## src/rtl/serial_add_pkg.sv

```systemverilog
// serial_add_pkg: shared FSM encoding and counter sizing for the bit-serial adder
package serial_add_pkg;
  typedef enum logic [1:0] {IDLE = 2'd0, RUN = 2'd1, DONE = 2'd2} state_t;
  localparam int DEF_WIDTH = 8;
  localparam int CNT_W = $clog2(DEF_WIDTH);
  function automatic int cnt_w(input int w);
    return (w > 1) ? $clog2(w) : 1;
  endfunction
endpackage

```

## src/rtl/fa.sv

```systemverilog
// fa: 1-bit full adder
module fa (
  input  logic a,
  input  logic b,
  input  logic c,
  output logic sum,
  output logic cout
);
  assign sum  = a ^ b ^ c;
  assign cout = (a & b) | (c & (a ^ b));
endmodule

```

## src/rtl/serial_add_ctrl.sv

```systemverilog
// serial_add_ctrl: LSB-first bit-serial add/sub sequencing one shared full adder
module serial_add_ctrl
  import serial_add_pkg::*;
#(
  parameter int WIDTH = 8
) (
  input  logic             clk,
  input  logic             rst_n,
  input  logic             in_valid,
  output logic             in_ready,
  input  logic [WIDTH-1:0] in_a,
  input  logic [WIDTH-1:0] in_b,
  input  logic             in_sub,
  output logic             out_valid,
  input  logic             out_ready,
  output logic [WIDTH-1:0] out_sum,
  output logic             out_cout,
  output logic             out_ovf,
  output logic             busy
);
  localparam int CW = cnt_w(WIDTH);
  state_t state, state_nx;
  logic [WIDTH-1:0] a_sh, b_sh, sum_sh, sum_hold;
  logic [CW-1:0] cnt;
  logic carry, fa_sum, fa_cout, last;
  fa u_fa (.a(a_sh[0]), .b(b_sh[0]), .c(carry), .sum(fa_sum), .cout(fa_cout));
  assign last      = cnt == CW'(WIDTH - 1);
  assign in_ready  = state == IDLE;
  assign out_valid = state == DONE;
  assign busy      = state != IDLE;
  // sum_sh is cleared on accept, so a copy keeps the previous result visible in IDLE/RUN
  assign out_sum   = out_valid ? sum_sh : sum_hold;
  always_comb begin
    state_nx = IDLE;
    state_nx = (state == IDLE) ? (in_valid ? RUN : IDLE) :
               (state == RUN)  ? (last ? DONE : RUN) :
               (state == DONE) ? (out_ready ? IDLE : DONE) : IDLE;
  end
  always_ff @(posedge clk or negedge rst_n)
    if (!rst_n) state <= IDLE;
    else        state <= state_nx;
  always_ff @(posedge clk or negedge rst_n) begin
    if (!rst_n) begin
      a_sh     <= '0;
      b_sh     <= '0;
      sum_sh   <= '0;
      sum_hold <= '0;
      cnt      <= '0;
      carry    <= 1'b0;
      out_cout <= 1'b0;
      out_ovf  <= 1'b0;
    end else if (state == IDLE && in_valid) begin
      a_sh   <= in_a;
      b_sh   <= in_sub ? ~in_b : in_b;
      carry  <= in_sub;
      sum_sh <= '0;
      cnt    <= '0;
    end else if (state == RUN) begin
      a_sh   <= a_sh >> 1;
      b_sh   <= b_sh >> 1;
      sum_sh <= {fa_sum, sum_sh[WIDTH-1:1]};
      carry  <= fa_cout;
      cnt    <= last ? cnt : cnt + CW'(1);
      if (last) begin
        out_cout <= fa_cout;
        out_ovf  <= carry ^ fa_cout;
      end
    end else if (state == DONE) begin
      sum_hold <= sum_sh;
    end
  end
endmodule
```

## config.mk

```make
export PLATFORM = sky130hd
export DESIGN_NAME = serial_add_ctrl
export DESIGN_NICKNAME = d
export VERILOG_FILES = /design/src/rtl/serial_add_pkg.sv /design/src/rtl/fa.sv /design/src/rtl/serial_add_ctrl.sv
export SDC_FILE = /design/constraint.sdc
export NUM_CORES = 1
export LEC_CHECK = 0
export BUFFER_PORTS_ARGS = -buffer_cell sky130_fd_sc_hd__buf_2
export CAP_MARGIN = 20
export CORE_ASPECT_RATIO = 1.2
export CORE_MARGIN = 10
export CORE_UTILIZATION = 55
export CTS_CLUSTER_SIZE = 8
export DETAILED_ROUTE_END_ITERATION = 8
export PLACE_DENSITY = 0.81
export SYNTH_ARGS = -nofsm -noshare
export SYNTH_HDL_FRONTEND = slang
export SYNTH_SLANG_ARGS = --single-unit
```

## constraint.sdc

```tcl
create_clock -name clk -period 2.2 [get_ports clk]
set_clock_uncertainty 0.05 [all_clocks]
set_input_delay 0.55 -clock clk [delete_from_list [all_inputs] [get_ports clk]]
set_output_delay 0.55 -clock clk [all_outputs]
set_load 0.05 [all_outputs]
```

==> impl_metrics.env <==
export IMPL_synthTopCellsByArea="dfrtp_1 53%, mux2_2 10%, nand2_1 7.5%, a31oi_1 3.0%, nor2_1 3.0%"
export IMPL_outcome="completed"
export IMPL_fmax_mhz=471
export IMPL_post_route_min_period_ns=2.13
export IMPL_numCtsBuffers=5
export IMPL_final_hold_violation_count=0
export IMPL_synth_top_area_cell="dfrtp_1"
export IMPL_rrSetupSlack_ns=0.60
export IMPL_r2r_start="cnt[0]"
export IMPL_clk_pin_slew_worst_paths_ns=0.08
export IMPL_synthesis_nets=204
export IMPL_io_buffer_count=33
export IMPL_endpoint_kind="output port"
export IMPL_cts_root_buf="clkbuf_8"
export IMPL_worstPathArrival_ns=1.53
export IMPL_antenna_found_initial=0
export IMPL_grt_pass1_vias=1441
export IMPL_ios=34
export IMPL_wl_per_cell_um=13.5
export IMPL_drtPass1Iterations=5
export IMPL_grt_pass1_wl_um=6080
export IMPL_synth_cells=180
export IMPL_clk_latency_ns=0.30
export IMPL_grt_use_total=0.122
export IMPL_fin_tns_setup_ns=0
export IMPL_grt_max_degree=41
export IMPL_dp_hpwl_um=2460
export IMPL_row_count=23
export IMPL_cts_max_level=2
export IMPL_die_h_um=84.4
export IMPL_die_width_um=73.6
export IMPL_ir_worst_vdd_mv=0.951
export IMPL_synth_seq_cells=40
export IMPL_worst_path_max_fanout=18
export IMPL_avgSynthCellArea_sq_um=10.5
export IMPL_clockBufferDepth=2
export IMPL_n_fill_cell=276
export IMPL_worstMarginPinSlew_ns=0.483
export IMPL_wirelength_um=3430
export IMPL_required_ns=1.60
export IMPL_drive_above_1_share=0.312
export IMPL_relSlewSlack=0.678
export IMPL_overflow=0
export IMPL_pwr_density_cell_nw_per_um2=1580
export IMPL_drt_first_iter_violations=77
export IMPL_setup_viol=0
export IMPL_cp_start_kind="flip-flop"
export IMPL_utilization=0.661
export IMPL_drcViolationCount=0
export IMPL_syn_area_sq_um=1900
export IMPL_start_util=0.569
export IMPL_cts_tree="done"
export IMPL_ys_seq_area_frac=0.527
export IMPL_ant_nets=0
export IMPL_leakage_nw=1.09
export IMPL_ys_warn_count=0
export IMPL_hold_class="primary input to async pin"
export IMPL_antenna_cells=0
export IMPL_netlist_area_leader_share=0.527
export IMPL_final_max_slew_viol_count=0
export IMPL_nets=241
export IMPL_post_cts_buffers=0
export IMPL_max_cap_violations=0
export IMPL_place_gp_congestion=0.733
export IMPL_rsz0062_at_grt="false"
export IMPL_area_growth_pct=16.2
export IMPL_crit_type="flip-flop to output port"
export IMPL_synth_cell_type_count=31
export IMPL_die_area_sq_um=6210
export IMPL_core_area_sq_um=3340
export IMPL_viasPerCell=5.36
export IMPL_min_period_over_period=0.966
export IMPL_vias=1368
export IMPL_cts_sinks=40
export IMPL_r2r_cells=5
export IMPL_r2r_end="cnt[0]"
==> Yosys cell counts (all sizes together) <==
cell type  number
a221o           5
a22o            2
a22oi           1
a31oi           9
buf             8
clkbuf          3
dfrtp          40
fa              1
ha              2
inv             6
mux2           17
nand2          38
nand2b          1
nand3          10
nand3b          1
nor2           16
nor2b           1
nor3b           2
o21ai           5
o21bai          1
or2b            1
or3b            1
xnor2           5
xor2            4
==> cells by family (layout without fill, tap and decap cells) <==
group                      count (synthesis)  count (layout)  share of synthesized area
AOI/OAI and AO/OA                         23              23                     0.0864
xor gates and xnor gates                   9               9                     0.0415
adders and majority gates                  3               3                     0.0237
buffers and inverters                     17              55                     0.0560
DFF                                       40              40                      0.527
muxes                                     17              17                      0.101
and+or+nand+nor                           71              71                      0.164
==> stage by stage <==
step	std cells	worst slack [ns]	power, mW	hold slack, ns	cell area (sq um)
floorplan	180	0.0144	2.56	0.204	1900
global placement	247	0.392	2.85	0.412	2090
detailed placement	247	0.360	2.92	0.419	2090
CTS	255	0.0152	3.54	0.249	2200
global route	255	0.0147	3.77	0.275	2210
finish	255	0.0750	3.49	0.241	2210
==> critical path, stage by stage (launching register included) <==
cell and delay [ns]:
dfrtp_1 0.35, nand2b_1 0.12, buf_6 0.19, mux2_2 0.35, buf_2 0.21
==> cell type report <==
type	instances	area, sq um	area share
multi-input combinational	123	791	0.358
timing repair buffer	41	229	0.104
clock buffer	5	68.8	0.0312
inverter	6	22.5	0.0102
clock inverter	3	47.5	0.0216
tap	37	46.3	0.0210
sequential	40	1000	0.454
==> registers in the layout, summed over array words and instances, names as in the netlist <==
signal and count:
a_sh 8, b_sh 8, sum_hold 8, sum_sh 8, cnt 3, state 2, carry 1, out_cout 1
out_ovf 1
==> layer usage <==
metal / global-route usage / up-vias / wire length, um
met5: 0 / - / 0
met4: 0.0679 / 0 / 90
met3: 0.0448 / 8 / 196
met2: 0.202 / 25 / 1670
met1: 0.130 / 654 / 1470
li1: - / 681 / -
==> cells in the final DEF (no fill, tap or decap), types with 2 or more instances in the layout <==
cell type / netlist / layout
a221o_1: 5 / 5
a22o_1: 2 / 2
a31oi_1: 9 / 9
buf_2: 3 / 33
buf_4: 1 / 7
clkbuf_8: 0 / 5
clkinv_4: 0 / 2
dfrtp_1: 40 / 40
ha_1: 2 / 2
inv_1: 6 / 6
mux2_2: 17 / 17
nand2_1: 38 / 38
nand3_1: 10 / 10
nor2_1: 15 / 15
o21ai_0: 3 / 3
o21ai_1: 2 / 2
xnor2_1: 5 / 5
xor2_1: 4 / 4
==> worst max path at each step <==
| stage | slack (ns) | from | cells past startpoint | end |
|---|---|---|---|---|
| floorplan | 0.01 | state[1] | 2 | busy |
| global placement | 0.39 | state[1] | 4 | out_sum[6] |
| detailed placement | 0.36 | state[0] | 4 | out_sum[7] |
| CTS | 0.02 | state[0] | 4 | out_sum[7] |
| global route | 0.01 | state[0] | 4 | out_sum[6] |
| finish | 0.07 | state[0] | 4 | out_sum[7] |
==> power breakdown <==
group          total, mW  switching, mW  internal, mW  leakage [nW]
combinational       1.62           1.02         0.604         0.534
clock              0.611          0.270         0.341        0.0583
sequential          1.26          0.185          1.07         0.495
==> what timing repair did <==
| item | CTS | global route |
|---|---|---|
| gates resized for setup | 0 | 1 |
| hold buffers | 0 | 0 |
| endpoints found under the setup margin | 0 | 8 |
| endpoints found under the hold margin | 0 | 0 |
Note: power is estimated with default switching activity, not from simulation.
